===== config.mk =====
export PLATFORM = sky130hd
export DESIGN_NAME = hazard_control_unit
export DESIGN_NICKNAME = d
export VERILOG_FILES = /design/src/rtl/hazard_control_unit.sv
export SDC_FILE = /design/constraint.sdc
export NUM_CORES = 1
export LEC_CHECK = 0
export CELL_PAD_IN_SITES_DETAIL_PLACEMENT = 1
export CELL_PAD_IN_SITES_GLOBAL_PLACEMENT = 2
export CORE_ASPECT_RATIO = 2
export CORE_MARGIN = 5
export CORE_UTILIZATION = 20
export CTS_CLUSTER_DIAMETER = 60
export DETAILED_ROUTE_END_ITERATION = 7
export GPL_ROUTABILITY_DRIVEN = 1
export HOLD_SLACK_MARGIN = 0.1
export MAX_ROUTING_LAYER = met4
export PLACE_DENSITY = 0.79
export SYNTH_ARGS = -nofsm -noshare
export SYNTH_HDL_FRONTEND = slang
export SYNTH_SLANG_ARGS = --single-unit
export TNS_END_PERCENT = 30

===== constraint.sdc =====
create_clock -name clk -period 8.1 [get_ports clk]
set_clock_uncertainty 0.05 [all_clocks]
set_input_delay 2.025 -clock clk [delete_from_list [all_inputs] [get_ports clk]]
set_output_delay 2.025 -clock clk [all_outputs]
set_load 0.02 [all_outputs]

===== src/rtl/hazard_control_unit.sv =====
// -----------------------------------------------------------------------------
// hazard_control_unit
//   Pipeline hazard controller for the 5-stage RISC-V core, placed beside ID.
//   It resolves three kinds of hazard, highest priority first:
//     1. Data-memory wait freeze.
//     2. Taken-branch flush.
//     3. Load-use stall, lasting LOAD_USE_BUBBLES cycles.
//   It also keeps a saturating count of the cycles in which the PC is held.
//
// Ports
//   clk, rst_n       clock, synchronous active-low reset
//   id_inst          instruction currently in ID
//   ex_memread       EX instruction is a load
//   ex_rd            destination register of the EX instruction
//   ex_branch_taken  branch/jump resolved taken in EX
//   mem_req          MEM stage holds a load/store
//   dmem_ready       data memory completes the access this cycle
//   stall_cnt_clr    clear the stall counter
//   pc_write         PC write enable
//   ifid_write       IF/ID write enable
//   idex_bubble      load a NOP into ID/EX
//   ifid_flush       load a NOP into IF/ID
//   pipe_freeze      hold ID/EX, EX/MEM and MEM/WB
//   stall_cnt        number of cycles with pc_write=0 (saturating)
//   dbg_state        FSM state for observation (0=RUN, 1=LU_STALL)
//   dbg_bcnt         remaining-bubble down-counter for observation
//
// The control outputs are level signals. They are valid during every cycle and
// are combinational from the state and the inputs. There is no valid/ready
// handshake in this block.
// -----------------------------------------------------------------------------
module hazard_control_unit #(
  parameter int LOAD_USE_BUBBLES = 1,
  parameter int REG_ADDR_W       = 5,
  parameter int IGNORE_X0        = 1,
  parameter int CNT_W            = 16
) (
  input  logic                  clk,
  input  logic                  rst_n,
  input  logic [31:0]           id_inst,
  input  logic                  ex_memread,
  input  logic [REG_ADDR_W-1:0] ex_rd,
  input  logic                  ex_branch_taken,
  input  logic                  mem_req,
  input  logic                  dmem_ready,
  input  logic                  stall_cnt_clr,
  output logic                  pc_write,
  output logic                  ifid_write,
  output logic                  idex_bubble,
  output logic                  ifid_flush,
  output logic                  pipe_freeze,
  output logic [CNT_W-1:0]      stall_cnt,
  output logic                  dbg_state,
  output logic [1:0]            dbg_bcnt
);

  localparam logic       RUN         = 1'b0;
  localparam logic       LU_STALL    = 1'b1;
  localparam logic [1:0] BUBBLE_INIT = 2'(LOAD_USE_BUBBLES - 1);

  logic             state_q, state_d;
  logic [1:0]       bcnt_q, bcnt_d;
  logic [CNT_W-1:0] cnt_q, cnt_d;

  // Register-usage decode
  logic [6:0] opcode;
  logic       use_rs1, use_rs2;
  logic       rs1_match, rs2_match, rd_is_x0;
  logic       lu_hit, mem_wait;

  assign opcode  = id_inst[6:0];
  assign use_rs1 = !(opcode == 7'b0110111 || opcode == 7'b0010111 ||
                     opcode == 7'b1101111);
  assign use_rs2 = (opcode == 7'b0110011 || opcode == 7'b0100011 ||
                    opcode == 7'b1100011);

  assign rs1_match = use_rs1 && (ex_rd == id_inst[15 +: REG_ADDR_W]);
  assign rs2_match = use_rs2 && (ex_rd == id_inst[20 +: REG_ADDR_W]);
  assign rd_is_x0  = (IGNORE_X0 != 0) && (ex_rd == '0);
  assign lu_hit    = ex_memread && (rs1_match || rs2_match) && !rd_is_x0;
  assign mem_wait  = mem_req && !dmem_ready;

  // State register
  always_ff @(posedge clk) begin
    if (!rst_n) begin
      state_q <= RUN;
      bcnt_q  <= 2'd0;
      cnt_q   <= '0;
    end else begin
      state_q <= state_d;
      bcnt_q  <= bcnt_d;
      cnt_q   <= cnt_d;
    end
  end

  // Next-state logic. A freeze holds the state and bcnt.
  always_comb begin
    state_d = state_q;
    bcnt_d  = bcnt_q;
    if (!mem_wait) begin
      case (state_q)
        RUN: begin
          // The hazard cycle itself is the first bubble. Only the extra
          // bubbles are spent in LU_STALL.
          if (!ex_branch_taken && lu_hit && (LOAD_USE_BUBBLES > 1)) begin
            state_d = LU_STALL;
            bcnt_d  = BUBBLE_INIT;
          end
        end
        default: begin
          if (bcnt_q == 2'd1) begin
            state_d = RUN;
            bcnt_d  = 2'd0;
          end else begin
            bcnt_d = bcnt_q - 2'd1;
          end
        end
      endcase
    end
  end

  // Output logic
  always_comb begin
    pc_write    = 1'b1;
    ifid_write  = 1'b1;
    idex_bubble = 1'b0;
    ifid_flush  = 1'b0;
    pipe_freeze = 1'b0;
    if (!rst_n) begin
      pc_write    = 1'b0;
      ifid_write  = 1'b0;
      idex_bubble = 1'b1;
      ifid_flush  = 1'b1;
    end else if (mem_wait) begin
      pc_write    = 1'b0;
      ifid_write  = 1'b0;
      pipe_freeze = 1'b1;
    end else if (state_q == RUN && ex_branch_taken) begin
      // The dependent instruction is squashed, so any lu_hit is irrelevant.
      ifid_flush  = 1'b1;
      idex_bubble = 1'b1;
    end else if (state_q == RUN && lu_hit) begin
      pc_write    = 1'b0;
      ifid_write  = 1'b0;
      idex_bubble = 1'b1;
    end else if (state_q == LU_STALL) begin
      pc_write    = 1'b0;
      ifid_write  = 1'b0;
      idex_bubble = 1'b1;
    end
  end

  // Stall counter. A clear wins over an increment. The count saturates at
  // all-ones.
  always_comb begin
    cnt_d = cnt_q;
    if (stall_cnt_clr) begin
      cnt_d = '0;
    end else if (!pc_write && (cnt_q != {CNT_W{1'b1}})) begin
      cnt_d = cnt_q + 1'b1;
    end
  end

  assign stall_cnt = cnt_q;
  assign dbg_state = state_q;
  assign dbg_bcnt  = bcnt_q;

endmodule

[Word-level counts from Yosys, hierarchy flattened]
Cells that the tools add are included.
Operators by class
  equality and inequality tests: 10
  add/subtract/negate cells: 2
  mux-type cells: 18
  bitwise logic cells: 3
  reductions and logical operators: 20
Operator list (count)
  $eq A7 B6 Y1 const B: 3
  $mux W1: 17
  $add A16 B1 Y16 const B: 1
  $ne A16 B16 Y1 const B: 1
  $eq A7 B7 Y1 const B: 2
  $eq A5 B5 Y1: 2
  $logic_and A1 B1 Y1: 8
  $eq A7 B5 Y1 const B: 1
  $logic_not A5 Y1: 1
  $logic_or A1 B1 Y1: 5
  $logic_not A1 Y1: 4
  $not A1 Y1: 3
  $eq A2 B1 Y1 const B: 1
  $mux W2: 1
  $reduce_and A2 Y1: 1
  $reduce_or A2 Y1: 1
  $sub A2 B1 Y2 const B: 1
Word-level totals
  flip-flop bits (word level): 19
  output and inout port bits: 24

[Depth between registers and ports, before layout]
Gate-level depths: netlist of the first run.
  depth after elaboration: 15
  depth in mapped cells: 9

[Worst setup path after synthesis of the first run]
No wires, ideal clock.
  path type: input-to-output
  from: input id_inst[3]
  to: output pc_write
  arrival: 3.432 ns
  data required time: 6.025 ns
  slack: 2.593 ns
  cell stages on the path: 6
  buffers on the path: 1
  path through: or3b_1 nor4_2 nand4_1 a211oi_2 nor2_1 buf_4
On the way
  cells in the longest elaborated chain, start to end: 13
RTL lines
  start, declared: RTL line 40  | input logic [31:0] id_inst,
  $eq A7 B6 Y1 / $eq A7 B5 Y1 (equally long branches): RTL line 72  | assign use_rs1 = !(opcode == 7'b0110111 || opcode == 7'b0010111 ||
  $logic_or A1 B1 Y1 (2 in series): RTL line 72
  $logic_not A1 Y1: RTL line 72
  $logic_and A1 B1 Y1: RTL line 77  | assign rs1_match = use_rs1 && (ex_rd == id_inst[15 +: REG_ADDR_W]);
  $logic_or A1 B1 Y1 *: RTL line 80  | assign lu_hit = ex_memread && (rs1_match || rs2_match) && !rd_is_x0;
  $logic_and A1 B1 Y1 * (2 in series): RTL line 80
  $logic_and A1 B1 Y1 *: RTL line 142  | end else if (state_q == RUN && lu_hit) begin
  $mux W1 * (4 in series)
  end, declared: RTL line 47  | output logic pc_write,
Every way passes the cells marked *; elsewhere a longest branch is shown, timed or not.

[Worst setup path in the final report of the first run]
  from: input id_inst[5]
  to: output idex_bubble
On the way
  cells in the longest elaborated chain, start to end: 13
RTL lines
  $eq A7 B6 Y1 / $eq A7 B5 Y1 (equally long branches): RTL line 72
  $logic_or A1 B1 Y1 (2 in series): RTL line 72
  $logic_not A1 Y1: RTL line 72
  $logic_and A1 B1 Y1: RTL line 77
  $logic_or A1 B1 Y1 *: RTL line 80
  $logic_and A1 B1 Y1 * (2 in series): RTL line 80
  $logic_and A1 B1 Y1 *: RTL line 142
  $mux W1 *: RTL line 142
  $mux W1 *: RTL line 138  | end else if (state_q == RUN && ex_branch_taken) begin
  $mux W1 *: RTL line 134  | end else if (mem_wait) begin
  $mux W1 *: RTL line 129  | if (!rst_n) begin
  end, declared: RTL line 49  | output logic idex_bubble,
Marks and branches as above.

==> results.json, run 1 <==
{
  "setup_viol": 0,
  "overflow": 0,
  "ys_seq_elements": 19,
  "grt.total_usage": 0.101,
  "tns_ns": 0,
  "dp.final_hpwl_mm": 3.06,
  "cts_buffers": 3,
  "drt-initial-drc-count": 11,
  "rsz0062_at_grt": "false",
  "antennaDiodeCount": 0,
  "dr.pass1.iters": 3,
  "yosys.cell_types.count": 38,
  "coreArea_um2": 5470,
  "cts_root_buf": "clkbuf_8",
  "crit_arrival_ns": 4.32,
  "dieHeight_um": 116,
  "synth.top_cell.area_share": 0.336,
  "wl_met2_mm": 2.15,
  "placed_cells": 250,
  "start_util": 0.207,
  "die_w_um": 63.2,
  "io_buffers": 52,
  "seq_area_frac_synth": 0.336,
  "grt_max_degree": 26,
  "n_fill_cell": 648,
  "startpoint_type": "input pin",
  "max_freq_ghz": 0.156,
  "ff_latch_area_um2": 380,
  "timing.final.crit_share": 0.789,
  "drive_gt1_frac": 0.0670,
  "yosys.area.top_type": "dfxtp_1",
  "post-route-drc-count": 0,
  "cp.required_ns": 6.03,
  "antenna_found_initial": 0,
  "clk_latency_ns": 0.26,
  "cts_buffer_depth": 2,
  "postCtsHoldBufs": 0,
  "slew_viol_final": 0,
  "outcome": "complete, no violations",
  "gp_congestion": 0.701,
  "wirelength_met1_mm": 1.26,
  "synth_area_um2": 1130,
  "io_pins": 68,
  "synth_cells": 142,
  "ir_drop_uv": 53.7,
  "top_layer": "met4",
  "antenna_left": 0,
  "cap_violations": 0,
  "hold_class": "flop to flop",
  "multi_input_area_um2": 713,
  "worstSetupPathType": "input pin to primary output",
  "finalWirelength_mm": 3.68,
  "via_per_inst": 4.92,
  "wl_met3_um": 212,
  "stdcell_count": 254,
  "final_hold_viol_count": 0,
  "slew-limit-headroom": 0.439,
  "first_global_vias": 1306,
  "ctsResizeCount": 0,
  "routed-via-count": 1249,
  "tightest_slew_ns": 0.842,
  "powerDensity_nw_per_um2": 114,
  "endpoint_kind": "primary output",
  "cts_tree": "yes",
  "numClockSinks": 19,
  "critPathMaxFanout": 2,
  "avgSynthCellArea_um2": 7.97,
  "fin_crit_ns": 6.39,
  "cts_max_level": 1,
  "num_rows": 38,
  "dieArea_um2": 7360,
  "power_leakage_nw": 0.568,
  "grt_first_pass_wirelength_mm": 5.83,
  "clk_pin_slew_ns": 0.07,
  "synth.area.top_cells": "dfxtp_1, xor2_1, a21oi_1",
  "cts_setup_buffers": 0,
  "synth_fp_nets": 188,
  "ys_warn_count": 0,
  "syn_to_final_growth_pct": 54.1,
  "wl_per_cell_um": 14.5,
  "num-nets-final": 241
}
==> cells by family after synthesis <==
family,count (synthesis),share of synthesized area
adder cells (fa/ha/maj),2,0.0221
XOR/XNOR,13,0.101
AND/OR/NAND/NOR,65,0.323
AO/OA/AOI/OAI,36,0.185
flip-flops,19,0.336
buffers and inverters,7,0.0342
==> worst max-delay path: stages <==
cell	delay, ns
clkdlybuf4s50_1	0.46
or3b_1	0.36
nor4_2	0.25
nand4_1	0.20
a21oi_1	0.22
nor4_1	0.06
nor2_1	0.11
clkdlybuf4s50_1	0.63
==> metrics by stage <==
stage / total power (W) / instance area, µm² / hold slack, ns / setup WS, ns / utilization
floorplan: 0.000112 / 1130 / 0.495 / 2.59 / -
global placement: 0.000133 / 1700 / 0.429 / 1.70 / 0.311
detailed placement: 0.000134 / 1700 / 0.442 / 1.69 / 0.311
CTS: 0.000202 / 1750 / 0.452 / 1.68 / 0.319
global route: 0.000209 / 1750 / 0.478 / 1.58 / 0.319
finish: 0.000199 / 1750 / 0.438 / 1.71 / 0.319
==> where the power goes <==
part	total, W	switching, W	internal (W)
clock network	0.0000683	0.0000333	0.0000350
registers	0.0000947	0.000000918	0.0000938
logic	0.0000364	0.0000161	0.0000203
total	0.000199	0.0000503	0.000149
==> cells in the final DEF, fill, tap and decap left out, drive strengths merged <==
| cell | instances |
|---|---|
| nor3 | 2 |
| nor2 | 10 |
| nand4 | 4 |
| and2 | 2 |
| xnor2 | 2 |
| or4 | 3 |
| nor4 | 3 |
| a211oi | 1 |
| ha | 2 |
| nand3b | 2 |
| a21oi | 16 |
| or3 | 9 |
| and4 | 1 |
| inv | 3 |
| o2111ai | 1 |
| clkbuf | 4 |
| nand2 | 12 |
| dfxtp | 19 |
| or3b | 1 |
| o21ai | 13 |
| nand2b | 2 |
| and2b | 1 |
| o21a | 1 |
| xor2 | 11 |
| o31ai | 2 |
| clkdlybuf4s50 | 52 |
| and3 | 4 |
| nand3 | 8 |
| o31a | 1 |
| or2 | 1 |
| o211ai | 1 |
==> sequential cells by signal (all words and copies together), names as in the netlist <==
name	flops
dbg_bcnt	2
dbg_state	1
stall_cnt	16
==> final cells by class <==
| type | instances | share of cell area |
|---|---|---|
| repair buffers | 52 | 0.298 |
| well taps | 60 | 0.0430 |
| multi-input cells | 116 | 0.409 |
| inverters | 3 | 0.00645 |
| clock buffers | 4 | 0.0258 |
| flip-flops and latches | 19 | 0.218 |
==> metal layers <==
metal  vias up  track usage
li1        619            -
met1       581       0.0859
met2        45        0.212
met3         4       0.0125
met4         0       0.0374
met5         -            -
==> cell usage after synthesis (all sizes together) <==
cell type and count:
dfxtp 19, a21oi 16, o21ai 13, nand2 12
xor2 11, nor2 10, or3 9, nand3 8
and3 4, nand4 4, buf 3, inv 3
nor4 3, or4 3, and2 2, ha 2
nand2b 2, nand3b 2, nor3 2, o31ai 2
xnor2 2, a211oi 1, and2b 1, and4 1
clkbuf 1, o2111ai 1, o211ai 1, o21a 1
o31a 1, or2 1, or3b 1
==> worst paths after layout <==
| kind | startpoint | endpoint | slack (ns) | cells after the start |
|---|---|---|---|---|
| hold / removal | dbg_bcnt[1] | dbg_bcnt[1] | 0.44 | 2 |
| hold reg to reg | dbg_bcnt[1] | dbg_bcnt[1] | 0.44 | 2 |
| setup reg to reg | stall_cnt[0] | stall_cnt[8] | 5.95 | 7 |
| setup / recovery | id_inst[5] | idex_bubble | 1.71 | 8 |
No activity file was read; power rests on OpenSTA's default activity.
==> inputs of run 2 (changes only) <==
- CORE_UTILIZATION: 20 -> 19
- PLACE_DENSITY: 0.79 -> 0.76
- clock period: 8.1 -> 6.2 ns (I/O delays scaled with it)
==> run 2 against run 1 <==
  * Sequential power increased by 31%
  * Critical path type unchanged
  * Wire length increased by 1.8%
  * Cell count increased by 0.39%
  * Largest cell class unchanged
  * Utilization decreased by 1.0 points
  * Critical path depth decreased by 1
  * Flip-flop and latch count unchanged
  * Sequential share of layout area decreased by 0.43 points
  * Critical endpoint is now ifid_write
  * First-iteration DRC count increased by 9.1%
  * Setup slack got worse by 0.91 ns
==> results.json, run 2 (synthesis gave the netlist of run 1 again) <==
{
  "routed-via-count": 1265,
  "antenna_found_initial": 0,
  "slew_viol_final": 0,
  "ir_drop_uv": 74.6,
  "startpoint_type": "input pin",
  "clk_latency_ns": 0.25,
  "switchingPower_w": 0.0000692,
  "holdWs_ns": 0.436,
  "setup_viol": 0,
  "gp_congestion": 0.699,
  "tightest_slew_ns": 0.872,
  "via_per_inst": 4.96,
  "grt.total_usage": 0.107,
  "crit_arrival_ns": 3.80,
  "power_leakage_nw": 0.583,
  "overflow": 0,
  "drt-initial-drc-count": 12,
  "cts_root_buf": "clkbuf_16",
  "antennaDiodeCount": 0,
  "drive_gt1_frac": 0.0670,
  "dp_slack_ns": 0.776,
  "cts_max_level": 1,
  "endpoint_kind": "primary output",
  "coreArea_um2": 5760,
  "layout_setup_ws_ns": 0.800,
  "worstSetupPathType": "input pin to primary output",
  "timing.final.crit_share": 0.871,
  "grt_max_degree": 26,
  "postCtsHoldBufs": 0,
  "num_rows": 39,
  "combPwrFrac": 0.156,
  "cts_buffer_depth": 2,
  "critPathMaxFanout": 4,
  "num-nets-final": 241,
  "final_common_cell": "clkdlybuf4s50_1",
  "wl_per_cell_um": 14.7,
  "cts_buffers": 3,
  "post-route-drc-count": 0,
  "syn_to_final_growth_pct": 57.2,
  "antenna_left": 0,
  "ctsResizeCount": 0,
  "fin_crit_ns": 5.40,
  "dp.final_hpwl_mm": 3.08,
  "seqPwrFrac": 0.405,
  "cts_setup_buffers": 0,
  "die_w_um": 64.6,
  "finalWirelength_mm": 3.74,
  "total_power_w": 0.000306,
  "clk_pin_slew_ns": 0.06,
  "io_pins": 68,
  "max_freq_ghz": 0.185,
  "dieArea_um2": 7700,
  "reg2regPathDepth": 7,
  "powerDensity_nw_per_um2": 172,
  "slew-limit-headroom": 0.419,
  "finalCoreUtilization": 0.309,
  "tns_ns": 0,
  "first_global_vias": 1399,
  "outcome": "complete, no violations",
  "io_buffers": 52,
  "rsz0062_at_grt": "false",
  "numClockSinks": 19,
  "dr.pass1.iters": 2,
  "cts_tree": "yes",
  "layout_common_cells": "clkdlybuf4s50_1, dfxtp_1, a21oi_1",
  "cap_violations": 0,
  "swShare": 0.226,
  "cp.required_ns": 4.60,
  "dieHeight_um": 119,
  "holdPathStages": 2,
  "largest_register_ff_count": 16,
  "hold_class": "flop to flop",
  "final_hold_viol_count": 0,
  "power.internal_w": 0.000237,
  "pwr-share-clk": 0.439,
  "start_util": 0.197,
  "grt_first_pass_wirelength_mm": 6.27
}
-- run 2: cell count changes in the layout (fill, tap and decap cells not counted) --
| cell | previous run | this run |
|---|---|---|
| clkbuf_8 | 3 | 0 |
| clkbuf_16 | 0 | 3 |
-- run 2: metal layers --
layer  part of all wire  up-vias  GRT usage
li1                   -      620          -
met1               0.36      596     0.0931
met2               0.58       47      0.210
met3              0.052        2     0.0179
met4              0.014        0     0.0517
met5                  0        -          -
-- run 2: metrics by stage --
step / instances / cell area [µm²]
after floorplan: 142 / 1130
after global placement: 251 / 1700
after detailed placement: 251 / 1700
after CTS: 255 / 1780
after global routing: 255 / 1780
final: 255 / 1780
-- run 2: final cells by class --
cell class,instances,area [µm²]
inverter,3,11.3
clock buffer,4,78.8
timing repair buffer,52,520
multi-input combinational,116,713
sequential,19,380
fill,705,3980
tap,61,76.3
-- run 2: critical path: stages --
cell	delay, ns
clkdlybuf4s50_1	0.46
or3b_1	0.36
nor4_2	0.24
nand4_1	0.18
a211oi_2	0.34
nor2_1	0.11
clkdlybuf4s50_1	0.56
-- run 2: worst paths after layout --
path                 from  slack [ns]             to
max reg2reg  stall_cnt[1]        4.01  stall_cnt[10]
min reg2reg   dbg_bcnt[1]        0.44    dbg_bcnt[1]
min           dbg_bcnt[1]        0.44    dbg_bcnt[1]
max            id_inst[5]        0.80     ifid_write
-- run 2: power by group through the flow --
stage / registers (W) / logic [W] / clock network [W]
after floorplan: 0.000127 / 0.0000197 / 0
after global placement: 0.000127 / 0.0000481 / 0
after detailed placement: 0.000127 / 0.0000487 / 0
after CTS: 0.000124 / 0.0000489 / 0.000139
after global routing: 0.000124 / 0.0000526 / 0.000146
final: 0.000124 / 0.0000478 / 0.000134
==> inputs of run 3 (changes only) <==
- GPL_TIMING_DRIVEN: default -> 0
==> run 3 against run 2 <==
  * Hold slack lost 0.0015 ns
  * Combinational power increased by 5.2%
  * Fmax shrank 2.5%
  * Non-clock buffer count grew 4
  * Sequential share of layout area is 0.34 points lower
  * Utilization up 0.50 points
  * Critical endpoint is now pc_write
  * Highest routed layer unchanged
==> results.json, run 3 (synthesis gave the netlist of run 1 again) <==
{
  "total_power_w": 0.000305,
  "tns_ns": 0,
  "cts_buffer_depth": 2,
  "crit_chain": "clkdlybuf4s50_1, or3b_1, nor4_2, nand4_1, a211oi_2, nor2_1, buf_4, clkdlybuf4s50_1",
  "stdcell_count": 259,
  "grt_max_degree": 12,
  "post-route-drc-count": 0,
  "use_met3": 0.0188,
  "endpoint_kind": "primary output",
  "first_global_vias": 1388,
  "slew_viol_final": 0,
  "cp_slowest_cell": "clkdlybuf4s50_1",
  "final_common_cell": "clkdlybuf4s50_1",
  "io_pins": 68,
  "cts_setup_buffers": 0,
  "layout_common_cells": "clkdlybuf4s50_1, dfxtp_1, a21oi_1",
  "hold_class": "flop to flop",
  "die_w_um": 64.6,
  "routed-via-count": 1249,
  "overflow": 0,
  "powerDensity_nw_per_um2": 169,
  "startpoint_type": "input pin",
  "gp_congestion": 0.744,
  "wl_per_cell_um": 14.8,
  "final_hold_viol_count": 0,
  "cts_max_level": 1,
  "postCtsHoldBufs": 0,
  "worstSetupPathType": "input pin to primary output",
  "clk_latency_ns": 0.25,
  "placed_cells": 255,
  "rsz0062_at_grt": "false",
  "cap_violations": 0,
  "crit_family": "buffers and inverters",
  "grt.total_usage": 0.106,
  "syn_to_final_growth_pct": 59.8,
  "ctsResizeCount": 0,
  "cts_tree": "yes",
  "antenna_left": 0,
  "io_buffers": 52,
  "crit_top_cell": "clkdlybuf4s50_1",
  "via_per_inst": 4.82,
  "num-nets-final": 245,
  "outcome": "complete, no violations",
  "grt.busiest_layer": "met2",
  "cts_buffers": 3,
  "power_leakage_nw": 0.602,
  "clk_pin_slew_ns": 0.06,
  "dr.pass1.iters": 3,
  "grtUsageMet2": 0.210,
  "dp.final_hpwl_mm": 3.26,
  "max_freq_ghz": 0.181,
  "grt_use_met1": 0.0951,
  "cp.required_ns": 4.60,
  "cts_root_buf": "clkbuf_16",
  "critPathBufInv": 3,
  "antennaDiodeCount": 0,
  "start_util": 0.197,
  "dieHeight_um": 119,
  "fin_crit_ns": 5.54,
  "tightest_slew_ns": 0.469,
  "coreArea_um2": 5760,
  "drive_gt1_frac": 0.0859,
  "max_stage_delay_ns": 0.53,
  "crit_arrival_ns": 3.94,
  "largest_register_ff_count": 16,
  "finalCoreUtilization": 0.314,
  "dieArea_um2": 7700,
  "setup_viol": 0,
  "critPathMaxFanout": 4,
  "finalWirelength_mm": 3.83,
  "numClockSinks": 19,
  "timing.final.crit_share": 0.893,
  "num_rows": 39,
  "ir_drop_uv": 67.8,
  "antenna_found_initial": 0,
  "grt_first_pass_wirelength_mm": 6.22,
  "drt-initial-drc-count": 31,
  "slew-limit-headroom": 0.687
}
[run 3: cell types whose count changed in the layout (fill, tap and decap cells not counted)]
cell,previous run,this run
buf_4,0,1
buf_2,0,1
clkinv_2,0,1
buf_6,0,1
[run 3: power breakdown]
group | internal (W) | leakage [nW] | switching (W)
clock | 0.0000863 | 0.0409 | 0.0000447
sequential | 0.000123 | 0.153 | 0.00000124
combinational | 0.0000282 | 0.408 | 0.0000221
[run 3: final timing paths]
path,from,endpoint,slack [ns],cells after the start
worst min register to register,dbg_bcnt[1],dbg_bcnt[1],0.43,2
worst max register to register,stall_cnt[0],stall_cnt[0],3.91,9
worst max-delay path,id_inst[3],pc_write,0.66,8
worst min-delay path,dbg_bcnt[1],dbg_bcnt[1],0.43,2
[run 3: through the flow]
| step | hold WS [ns] | area [µm²] | setup slack (ns) |
|---|---|---|---|
| final | 0.435 | 1810 | 0.664 |
| after global routing | 0.484 | 1810 | 0.512 |
| after CTS | 0.442 | 1810 | 0.612 |
| after detailed placement | 0.435 | 1730 | 0.614 |
| after global placement | 0.431 | 1730 | 0.616 |
| after floorplan | 0.495 | 1130 | 1.64 |
[run 3: final cells by class]
type / count / area [µm²]
Buffer: 4 / 27.5
Clock buffer: 3 / 75.1
Clock inverter: 1 / 5.00
Fill cell: 692 / 3950
Inverter: 3 / 11.3
Multi-Input combinational cell: 116 / 713
Sequential cell: 19 / 380
Tap cell: 61 / 76.3
Timing Repair Buffer: 52 / 520
[run 3: metal layers]
metal / part of all wire / up-vias
met2: 0.58 / 44
met5: 0 / -
met1: 0.34 / 574
met4: 0.013 / 0
met3: 0.058 / 2
li1: - / 629
[run 3: worst min-delay path, stage by stage (launching register included)]
cell	delay, ns
dfxtp_1	0.32
nand2_1	0.06
a21oi_1	0.05
